$ cat src/rtl/onewire_presence_scan.sv
// rtl/onewire_presence_scan.sv - multi-channel 1-Wire reset/presence scanner
// One slot timer drives every bus in lockstep; presence is debounced per channel.
module onewire_presence_scan #(
  parameter int CHANNELS   = 2,
  parameter int CLK_HZ     = 1000000,
  parameter int RESET_US   = 480,
  parameter int WIN_LO_US  = 15,
  parameter int WIN_HI_US  = 240,
  parameter int SLOT_US    = 960,
  parameter int POLL_US    = 20000,
  parameter int AUTO_POLL  = 1,
  parameter int MISS_LIMIT = 2
) (
  input  logic                i_clk,
  input  logic                i_rst,
  input  logic                i_start,
  input  logic [CHANNELS-1:0] I_ONE_WIRE,
  output logic [CHANNELS-1:0] O_ONE_WIRE,
  output logic                o_busy,
  output logic                o_done,
  output logic [CHANNELS-1:0] o_present,
  output logic [CHANNELS-1:0] o_fault,
  output logic                o_changed
);
  function automatic int us2cyc(input int us);
    return int'((longint'(us) * longint'(CLK_HZ)) / longint'(1000000));
  endfunction

  localparam int RESET_CYC  = us2cyc(RESET_US);
  localparam int WIN_LO_CYC = us2cyc(WIN_LO_US);
  localparam int WIN_HI_CYC = us2cyc(WIN_HI_US);
  localparam int SLOT_CYC   = us2cyc(SLOT_US);
  localparam int POLL_CYC   = us2cyc(POLL_US);
  localparam int CNT_MAX    = (RESET_CYC > SLOT_CYC) ? RESET_CYC : SLOT_CYC;
  localparam int CW         = $clog2(CNT_MAX + 1);
  localparam int PW         = $clog2(POLL_CYC + 1);
  localparam logic [3:0] MISS_LIM = 4'(MISS_LIMIT);

  if (CHANNELS < 1 || CHANNELS > 8 || MISS_LIMIT < 1 || MISS_LIMIT > 15 || RESET_CYC < 1 ||
      WIN_LO_CYC > WIN_HI_CYC || SLOT_CYC <= WIN_HI_CYC ||
      POLL_CYC <= RESET_CYC + SLOT_CYC) begin : g_param_check
    $fatal(1, "onewire_presence_scan: illegal parameter set");
  end

  typedef enum logic [2:0] {S_IDLE, S_PRECHK, S_RST_LOW, S_LISTEN, S_EVAL} state_t;

  state_t              r_state;
  state_t              w_next;
  logic [CHANNELS-1:0] r_sync1, r_sync2;
  logic [CHANNELS-1:0] r_pre_low, r_end_low, r_seen, r_present, r_fault;
  logic [CHANNELS-1:0] w_flt, w_present_nx;
  logic [3:0]          r_miss    [CHANNELS];
  logic [3:0]          w_miss_nx [CHANNELS];
  logic [CW-1:0]       r_cnt;
  logic [PW-1:0]       r_poll;
  logic                r_done, r_changed;
  logic                w_go, w_rst_end, w_lst_end, w_in_win;

  assign w_go      = (r_state == S_IDLE) && (i_start || ((AUTO_POLL != 0) && (r_poll == '0)));
  assign w_rst_end = (r_cnt == CW'(RESET_CYC - 1));
  assign w_lst_end = (r_cnt == CW'(SLOT_CYC - 1));
  assign w_in_win  = (r_cnt >= CW'(WIN_LO_CYC)) && (r_cnt <= CW'(WIN_HI_CYC));
  assign w_flt     = r_pre_low | r_end_low;

  // Pads are asynchronous; the synchroniser is deliberately left out of reset.
  always_ff @(posedge i_clk) begin
    r_sync1 <= I_ONE_WIRE;
    r_sync2 <= r_sync1;
  end

  always_ff @(posedge i_clk) begin
    if (i_rst) r_state <= S_IDLE;
    else       r_state <= w_next;
  end

  always_comb begin
    w_next     = r_state;
    O_ONE_WIRE = '0;
    o_busy     = 1'b1;
    case (r_state)
      S_IDLE: begin
        o_busy = 1'b0;
        if (w_go) w_next = S_PRECHK;
      end
      S_PRECHK: w_next = S_RST_LOW;
      S_RST_LOW: begin
        O_ONE_WIRE = '1;
        if (w_rst_end) w_next = S_LISTEN;
      end
      S_LISTEN: if (w_lst_end) w_next = S_EVAL;
      S_EVAL:   w_next = S_IDLE;
      default: begin
        w_next = S_IDLE;
        o_busy = 1'b0;
      end
    endcase
  end

  // Poll timer reloads on every accepted start, so i_start and expiry merge into one cycle.
  always_ff @(posedge i_clk) begin
    if (i_rst) begin
      r_cnt  <= '0;
      r_poll <= '0;
    end else begin
      if ((r_state == S_RST_LOW && !w_rst_end) || r_state == S_LISTEN) r_cnt <= r_cnt + CW'(1);
      else                                                             r_cnt <= '0;
      if (w_go)                r_poll <= PW'(POLL_CYC - 1);
      else if (r_poll != '0)   r_poll <= r_poll - PW'(1);
    end
  end

  always_comb begin
    w_present_nx = r_present;
    for (int c = 0; c < CHANNELS; c++) begin
      w_miss_nx[c] = r_miss[c];
      if (w_flt[c]) begin
        w_present_nx[c] = 1'b0;
        w_miss_nx[c]    = MISS_LIM;
      end else if (r_seen[c]) begin
        w_present_nx[c] = 1'b1;
        w_miss_nx[c]    = '0;
      end else begin
        if (r_miss[c] != MISS_LIM) w_miss_nx[c] = r_miss[c] + 4'd1;
        if (w_miss_nx[c] == MISS_LIM) w_present_nx[c] = 1'b0;
      end
    end
  end

  always_ff @(posedge i_clk) begin
    if (i_rst) begin
      r_pre_low <= '0;
      r_end_low <= '0;
      r_seen    <= '0;
      r_present <= '0;
      r_fault   <= '0;
      r_done    <= 1'b0;
      r_changed <= 1'b0;
      for (int c = 0; c < CHANNELS; c++) r_miss[c] <= '0;
    end else begin
      r_done    <= (r_state == S_EVAL);
      r_changed <= (r_state == S_EVAL) && ((w_present_nx != r_present) || (w_flt != r_fault));
      case (r_state)
        S_PRECHK: begin
          r_pre_low <= ~r_sync2;
          r_seen    <= '0;
        end
        S_LISTEN: begin
          if (w_in_win)  r_seen    <= r_seen | ~r_sync2;
          if (w_lst_end) r_end_low <= ~r_sync2;
        end
        S_EVAL: begin
          r_present <= w_present_nx;
          r_fault   <= w_flt;
          for (int c = 0; c < CHANNELS; c++) r_miss[c] <= w_miss_nx[c];
        end
        default: ;
      endcase
    end
  end

  assign o_done    = r_done;
  assign o_changed = r_changed;
  assign o_present = r_present;
  assign o_fault   = r_fault;
endmodule

$ cat config.mk
export PLATFORM = sky130hd
export DESIGN_NAME = onewire_presence_scan
export DESIGN_NICKNAME = d
export VERILOG_FILES = /design/src/rtl/onewire_presence_scan.sv
export SDC_FILE = /design/constraint.sdc
export NUM_CORES = 1
export LEC_CHECK = 0
export BUFFER_PORTS_ARGS = -buffer_cell sky130_fd_sc_hd__clkbuf_2
export CAP_MARGIN = 10
export CORE_ASPECT_RATIO = 1.4
export CORE_UTILIZATION = 65
export DETAILED_ROUTE_END_ITERATION = 7
export GPL_ROUTABILITY_DRIVEN = 0
export PLACE_DENSITY = 0.84
export SLEW_MARGIN = 20
export SYNTH_ARGS = -nofsm -noshare
export SYNTH_HDL_FRONTEND = slang
export SYNTH_SLANG_ARGS = --single-unit
$ cat constraint.sdc
create_clock -name i_clk -period 3.9 [get_ports i_clk]
set_input_delay 0.78 -clock i_clk [delete_from_list [all_inputs] [get_ports i_clk]]
set_output_delay 0.78 -clock i_clk [all_outputs]
set_load 0.01 [all_outputs]
==> flow_summary.json, run 1 <==
{
  "coreArea_sq_um": 3709,
  "ys.flop_type": "dfxtp_1",
  "clk_latency_ns": 0.31,
  "avgRoutedWirePerCell_microns": 15.18,
  "cts_buffers": 5,
  "dr.pass1.iters": 4,
  "ys_seq_area_share_pct": 43.96,
  "area_growth_pct": 7.164,
  "fmax_mhz": 461.2,
  "chipHeight_microns": 76.11,
  "syn-cell-area_sq_um": 2550,
  "drt_wl_total_mm": 5.023,
  "finalCritPeriodShare_pct": 55.59,
  "ant_nets": 0,
  "die_w_microns": 54.94,
  "synthAdderAreaFrac_pct": 3.925,
  "worst_pin_slew_ns": 0.6000,
  "peakVddDrop_mv": 0.3185,
  "yosysMostFrequentCell": "dfxtp_1",
  "dieArea_sq_um": 4181,
  "synth.net_count": 287,
  "track_usage_pct": 26.65,
  "synth-simple-area-share_pct": 27.97,
  "setup_ws_ns": 1.732,
  "yosys.area.top_type": "dfxtp_1",
  "finalMaxSlewViolations": 0,
  "grt_pass1_wl_mm": 8.404,
  "leakage_nw": 0.9426,
  "yosysTopAreaCellShare_pct": 34.54,
  "first_iter_violations": 56,
  "synthTopCellsByCount": "44 x dfxtp_1, 29 x nor2_1, 15 x nand2_1",
  "arrival_ns": 1.39,
  "pre_cts_ws_ns": 1.576,
  "fin_skew_ns": 0.004524,
  "cp-end-kind": "output pin",
  "drive_above_1_share_pct": 12.11,
  "ys_seq_elements": 52,
  "numClockSinks": 52,
  "synth_top_family_by_area": "simple AND/OR/NAND/NOR gates",
  "grt_overflow": 0,
  "cp.required_ns": 3.12,
  "synth.area.top_cells": "dfxtp_1 35%, edfxtp_1 9.4%, nor2_1 4.3%, ha_1 3.9%, xnor2_1 3.1%",
  "post-route-util_pct": 73.68,
  "slew-limit-headroom_pct": 59.67,
  "fin_nets": 301,
  "rsz0062_at_grt": "no",
  "h-tree-depth": 2,
  "final_hold_viol_count": 0,
  "grt_pass1_vias": 1969,
  "synthMuxAreaShare_pct": 0,
  "period_minus_slack_ns": 2.168,
  "yosys_warnings": 0,
  "drv_cap": 0,
  "cts-hold-fix-buffers": 0,
  "dp_hpwl_mm": 3.665,
  "viasPerCell": 6.402,
  "power.total_mw": 1.168,
  "dr_total_vias": 2119,
  "worst_hold_slack_ns": 0.3371,
  "antenna_found_initial": 0,
  "critPathLaunchType": "flop",
  "synth_compound_area_share_pct": 16.88,
  "tritoncts": "done",
  "cts-resized-gates": 0,
  "cts_root_buf": "clkbuf_8",
  "synth-edff-count": 8,
  "syn_area_per_cell_sq_um": 9.306,
  "synthArstFlopShare_pct": 0,
  "clockBufferDepth": 2,
  "initial_core_util_pct": 68.76,
  "cp_max_fo": 7,
  "ios": 14,
  "grt_max_degree": 20,
  "num_rows": 26,
  "path_class": "reg2out",
  "fin_tns_setup_ns": 0,
  "hp-class": "reg2reg",
  "synth_cell_types": 51,
  "status": "finished, final reports clean",
  "io_buffers": 13,
  "syn_inst": 274,
  "power_density_nw_per_um2": 427.6,
  "insertedDiodeCount": 0,
  "finalSetupViolCount": 0,
  "postCtsSetupBuffers": 0,
  "synthXorXnorAreaFrac_pct": 4.122,
  "clkTransAtPathRegs_ns": 0.09,
  "drc": 0,
  "nFillCells": 302
}
==> layout by cell type (no fill, tap or decap), drive strengths merged, types with 10 or more instances in the layout <==
cell type  count
o21ai         11
nor2          29
dfxtp         44
nand2b        10
clkbuf        19
a21oi         14
nor4          10
nand2         15
inv           13
==> stage by stage <==
step           std cells  area (sq um)
6_report             331          2733
5_1_grt              331          2733
3_5_place_dp         323          2640
3_3_place_gp         323          2640
2_1_floorplan        274          2550
4_1_cts              331          2733
==> where the power goes <==
group | switching [mW] | total [mW] | leakage, nW | internal, mW
registers | 0.0523 | 0.633 | 0.436 | 0.581
clock network | 0.169 | 0.311 | 0.0510 | 0.142
logic | 0.130 | 0.225 | 0.456 | 0.0943
==> metal layers <==
layer  routed length [microns]  track usage (%)  vias up
li1                          -                -     1048
met1                      2065            29.67     1003
met2                      2636            45.54       52
met3                       157            4.990       16
met4                       163            13.00        0
met5                         0                0        -
==> path summary, 6_finish.rpt <==
kind,startpoint,end,slack [ns],cells past startpoint
max,r_state[1],O_ONE_WIRE[0],1.73,3
min,r_sync1[0],r_sync2[0],0.34,0
max reg2reg,r_cnt[0],r_cnt[9],1.85,5
min reg2reg,r_sync1[0],r_sync2[0],0.34,0
==> critical path, cell delays in order, from the launching register on <==
cell and delay [ns]:
dfxtp_1 0.46, inv_1 0.09, nor3_1 0.34, clkbuf_2 0.20
==> layout make-up <==
| class | instances | area (sq um) | area share (%) |
|---|---|---|---|
| multi-input combinational | 202 | 1349 | 49.36 |
| sequential | 52 | 1121 | 41.03 |
| clock buffer | 6 | 82.58 | 3.022 |
| timing repair buffer | 13 | 65.06 | 2.381 |
| inverter | 14 | 52.55 | 1.923 |
| tap | 42 | 52.55 | 1.923 |
| clock inverter | 2 | 10.01 | 0.3663 |
==> flip-flops by register name, summed over array words and instances, names as in the netlist <==
| signal | count |
|---|---|
| r_pre_low | 2 |
| r_poll | 15 |
| r_cnt | 10 |
| r_sync2 | 2 |
| o_present | 2 |
| r_miss | 8 |
| o_done | 1 |
| r_sync1 | 2 |
| o_fault | 2 |
| r_state | 3 |
| r_end_low | 2 |
| o_changed | 1 |
| r_seen | 2 |
==> cells by family after synthesis <==
family / after synthesis
buffers and inverters: 20
DFF: 52
adders and majority gates: 8
xor gates and xnor gates: 12
AOI/OAI and AO/OA: 63
and+or+nand+nor: 119
Power figures use the tool's default switching activity.
==> inputs of run 2 (changes only) <==
- CORE_UTILIZATION: 65 -> 60
- PLACE_DENSITY: 0.84 -> 0.79
- clock period: 3.9 -> 2.3 ns (I/O delays scaled with it)
==> run 2 against run 1 <==
Against the previous run: the flow now finishes with violations (design-rule violations); core utilization fell by 3.9 points; critical path depth grew 2; hold slack worse by 0.086 ns; non-clock buffer count grew 4; flip-flop and latch count stayed put; combinational power increased by 69%; sequential power up 69%; die area increased by 8.1%; register-to-register slack got worse by 1.5 ns; clock skew increased by 0.0034 ns; sequential share of layout area fell by 0.74 points; highest routed layer unchanged.
==> flow_summary.json, run 2 (synthesized netlist as in run 1, its figures left out) <==
{
  "dr_total_vias": 2084,
  "topRoutingLayerUsed": "met4",
  "largest_register": "r_poll",
  "post-route-util_pct": 69.81,
  "postCtsSetupBuffers": 0,
  "finalMaxSlewViolations": 0,
  "arrival_ns": 2.11,
  "cts_root_buf": "clkbuf_8",
  "fin_nets": 305,
  "slew-limit-headroom_pct": 58.34,
  "fin_tns_setup_ns": 0,
  "hold_end": "r_sync1[1]",
  "m1WireLength_mm": 2.164,
  "leakage_nw": 0.9680,
  "hp-class": "in2reg",
  "stdcell_count": 336,
  "reg2reg_slack_ns": 0.38,
  "period_minus_slack_ns": 1.921,
  "chipHeight_microns": 79.14,
  "clkTransAtPathRegs_ns": 0.09,
  "clockBufferDepth": 2,
  "rr_endpoint": "r_cnt[7]",
  "antenna_found_initial": 0,
  "route.met3.wl_microns": 119,
  "final_hold_viol_count": 0,
  "fin_skew_ns": 0.007972,
  "largest_register_ffs": 15,
  "placed_area_sq_um": 2671,
  "first_iter_violations": 95,
  "clk_latency_ns": 0.30,
  "track_usage_pct": 24.11,
  "drive_above_1_share_pct": 12.97,
  "coreArea_sq_um": 3986,
  "setup_ws_ns": 0.3791,
  "power.total_mw": 2.071,
  "dp_hpwl_mm": 3.465,
  "worst_hold_slack_ns": 0.2515,
  "drc": 2,
  "dr.pass1.iters": 6,
  "critPathLaunchType": "flop",
  "fmax_mhz": 520.6,
  "h-tree-depth": 2,
  "grt_overflow": 0,
  "grt_pass1_wl_mm": 8.562,
  "cp.required_ns": 2.49,
  "finalSetupViolCount": 0,
  "ios": 14,
  "peakVddDrop_mv": 0.5945,
  "cts_buffers": 5,
  "insertedDiodeCount": 0,
  "dr_wl_met2_mm": 2.384,
  "reg2regPathDepth": 5,
  "reg_top3": "r_poll x15, r_cnt x10, r_miss x8",
  "area_growth_pct": 9.127,
  "pre_cts_ws_ns": 0.3545,
  "drv_cap": 0,
  "cp-end-kind": "flop",
  "path_class": "reg2reg",
  "dieArea_sq_um": 4518,
  "cts-hold-fix-buffers": 0,
  "status": "complete, but fails checks",
  "r2r-start": "r_cnt[0]",
  "drt_wl_total_mm": 4.771,
  "failed_checks": "design-rule violations",
  "cp_max_fo": 10,
  "final_common_cell": "dfxtp_1",
  "power_density_nw_per_um2": 744.2,
  "ant_nets": 0,
  "place_inst": 328,
  "num_rows": 27,
  "cts-resized-gates": 0,
  "tritoncts": "done",
  "grt_pass1_vias": 1987,
  "avgRoutedWirePerCell_microns": 14.20,
  "numClockSinks": 52,
  "rsz0062_at_grt": "no",
  "layout_common_cells": "44 x dfxtp_1, 29 x nor2_1, 15 x nand2_1, 14 x a21oi_1",
  "viasPerCell": 6.202,
  "io_buffers": 13,
  "finalCritPeriodShare_pct": 83.52,
  "die_w_microns": 57.10,
  "whs_path_depth": 1,
  "worst_pin_slew_ns": 0.6202,
  "grt_max_degree": 19,
  "initial_core_util_pct": 63.97,
  "min_from": "I_ONE_WIRE[1]",
  "stdcell_area_sq_um": 2783
}
==> run 2: cell count changes in the layout (fill, tap and decap cells not counted) <==
cell,delta
buf_4,+4
clkinv_2,-2
bufinv_16,+1
clkbuf_8,-1
clkinv_1,+1
clkinv_4,+1
==> run 2: cell type report <==
| cell class | count | area, sq um |
|---|---|---|
| repair buffers | 17 | 95.09 |
| flip-flops and latches | 52 | 1121 |
| inverters | 14 | 52.55 |
| clock inverters | 3 | 42.54 |
| fillers | 330 | 1204 |
| clock buffers | 5 | 68.82 |
| multi-input cells | 202 | 1349 |
| well taps | 43 | 53.80 |
==> run 2: worst max-delay path by stage <==
stage | slack, ns | from | end | cells after the start
5_1_grt | 0.23 | r_cnt[0] | r_cnt[7] | 5
3_5_place_dp | 0.35 | r_cnt[0] | r_cnt[9] | 5
4_1_cts | 0.34 | r_cnt[0] | r_cnt[9] | 5
3_3_place_gp | 0.40 | r_cnt[0] | r_cnt[7] | 5
6_report | 0.38 | r_cnt[0] | r_cnt[7] | 5
2_1_floorplan | 0.55 | r_cnt[0] | r_cnt[2] | 5
==> run 2: power breakdown <==
| part | switching, mW | internal, mW |
|---|---|---|
| clock network | 0.297 | 0.323 |
| logic | 0.218 | 0.162 |
| registers | 0.0855 | 0.985 |
==> run 2: routing by layer <==
layer | vias up | track usage, %
li1 | 1067 | -
met1 | 981 | 27.43
met2 | 29 | 42.82
met3 | 7 | 4.397
met4 | 0 | 11.46
met5 | - | 0
==> run 2: critical path, stage by stage, from the launching register on <==
cell	delay, ns
dfxtp_1	0.40
ha_1	0.22
nand3_2	0.14
or4_1	0.55
o211ai_2	0.40
nor2_1	0.09
==> inputs of run 3 (changes only) <==
- CORE_UTILIZATION: 60 -> 54
- PLACE_DENSITY: 0.79 -> 0.75
- clock period: 2.3 -> 1.6 ns (I/O delays scaled with it)
==> run 3 against run 2 <==
Against the previous run: the run ends with negative setup slack left; sequential share of layout area shrank 8.4 points; clock skew barely moved; fmax rose by 10%; core utilization increased by 9.3 points; largest power group unchanged; via count increased by 16%.
==> flow_summary.json, run 3 (synthesized netlist as in run 1, its figures left out) <==
{
  "status": "complete, but fails checks",
  "failed_checks": "negative setup slack",
  "dieArea_sq_um": 5005,
  "dp_hpwl_mm": 4.061,
  "drt_wl_total_mm": 6.570,
  "cp.required_ns": 1.78,
  "placed_area_sq_um": 3057,
  "cp-startpoint": "r_poll[10]",
  "avgRoutedWirePerCell_microns": 15.83,
  "peakVddDrop_mv": 0.9252,
  "switchingPower_mw": 1.091,
  "crit_slowest_cell": "nor4_2",
  "area_growth_pct": 40.73,
  "leakage_nw": 1.335,
  "clkPwrFrac_pct": 26.1,
  "nFillCells": 280,
  "cts-hold-fix-buffers": 0,
  "rr_endpoint": "r_state[0]",
  "num_rows": 29,
  "intPower_mw": 2.496,
  "viasPerCell": 5.812,
  "chipHeight_microns": 83.31,
  "track_usage_pct": 25.67,
  "max_stage_delay_ns": 0.42,
  "pre_cts_ws_ns": -0.1219,
  "whs_path_depth": 1,
  "topRoutingLayerUsed": "met4",
  "drv_cap": 0,
  "multiInputGateArea_sq_um": 1639,
  "slew-limit-headroom_pct": 68.07,
  "cts_buffers": 5,
  "numClockSinks": 52,
  "r2r-start": "r_poll[10]",
  "reg2regPathDepth": 4,
  "period_minus_slack_ns": 1.741,
  "ios": 14,
  "dr_wl_met2_mm": 3.436,
  "layout_common_cells": "60 x buf_4, 31 x dfxtp_1, 28 x nor2_1, 14 x nand2_1",
  "m1WireLength_mm": 2.690,
  "largest_register": "r_poll",
  "clkTransAtPathRegs_ns": 0.09,
  "finalMaxSlewViolations": 0,
  "critPathLaunchType": "flop",
  "hold_end": "r_sync1[0]",
  "fmax_mhz": 574.4,
  "place_inst": 391,
  "dr.pass1.iters": 4,
  "hp-class": "in2reg",
  "ff_latch_area_sq_um": 1145,
  "cp_max_fo": 5,
  "route.met3.wl_microns": 237,
  "stdcell_count": 415,
  "largest_register_ffs": 15,
  "setup_ws_ns": -0.1410,
  "path_class": "reg2reg",
  "clockBufferDepth": 2,
  "grt_pass1_wl_mm": 9.722,
  "switching_share_pct": 30.42,
  "tritoncts": "done",
  "drc": 0,
  "grt_pass1_vias": 2212,
  "insertedDiodeCount": 0,
  "final_common_cell": "buf_4",
  "cts_root_buf": "clkbuf_8",
  "first_iter_violations": 160,
  "finalCritPeriodShare_pct": 108.8,
  "min_from": "I_ONE_WIRE[0]",
  "post-route-util_pct": 79.12,
  "fin_nets": 365,
  "die_w_microns": 60.08,
  "power_density_nw_per_um2": 999.5,
  "pwr-share-comb_pct": 31.0,
  "dr_total_vias": 2412,
  "worst_pin_slew_ns": 0.4668,
  "reg_top3": "r_poll x15, r_cnt x10, r_miss x8",
  "clk_latency_ns": 0.31,
  "grt_overflow": 0,
  "ant_nets": 0,
  "finalSetupViolCount": 11,
  "fin_skew_ns": 0.007945,
  "h-tree-depth": 2,
  "initial_core_util_pct": 56.22,
  "cp-end-kind": "flop",
  "fin_tns_setup_ns": -0.4391,
  "stdcell_area_sq_um": 3588,
  "worstPathCellList": "nor4_2 > a41oi_2 > o22a_1 > a2111oi_2",
  "arrival_ns": 1.92,
  "drive_above_1_share_pct": 41.36,
  "rsz0062_at_grt": "yes",
  "io_buffers": 13,
  "reg2reg_slack_ns": -0.14,
  "final_hold_viol_count": 0,
  "grt_max_degree": 16,
  "sequentialPowerShare_pct": 42.9,
  "coreArea_sq_um": 4536,
  "antenna_found_initial": 0
}
run 3: worst max-delay path by stage:
| stage | end | cells past startpoint |
|---|---|---|
| finish | r_state[0] | 4 |
| global route | r_state[0] | 5 |
| CTS | r_poll[13] | 4 |
| detailed placement | o_changed | 5 |
| global placement | o_changed | 5 |
| floorplan | r_cnt[2] | 5 |
run 3: per-stage QoR:
step | power [mW] | hold slack [ns]
after floorplan | 1.988 | 0.3096
after global placement | 2.319 | 0.3122
after detailed placement | 2.336 | 0.3178
after CTS | 3.392 | 0.1049
after global routing | 3.754 | 0.09374
final | 3.587 | 0.1091
run 3: timing repair:
item                                    CTS  global route
pin swaps                                16            16
endpoints found under the setup margin   30            45
cloned                                    0             1
buffers inserted                          7             8
endpoints found under the hold margin     0             0
gates resized for setup                  27            36
run 3: critical path: cells and delay by family, from the launching register on:
family          cells  cell delay, ns
compound gates      3            0.84
flops               1            0.36
simple gates        1            0.42
run 3: area by class of cell:
cell class                 count  share of cell area [%]
multi-input combinational    203                   45.68
sequential                    52                   31.90
clock buffer                   6                   2.301
tap                           62                   2.162
inverter                      14                   1.464
clock inverter                 2                  0.9414
timing repair buffer          76                   15.55
run 3: power by group through the flow:
stage               logic, mW  registers [mW]  clock network [mW]
floorplan               0.454            1.53                   0
global placement        0.779            1.54                   0
detailed placement      0.793            1.54                   0
CTS                     0.923            1.53               0.942
global route             1.19            1.55                1.02
finish                   1.11            1.54               0.935
run 3: per-layer routing:
metal  vias to the layer above  GRT usage, %
met5                         -             0
met4                         0         10.99
met3                        18         5.763
met2                        58         44.04
met1                      1153         29.39
li1                       1183             -
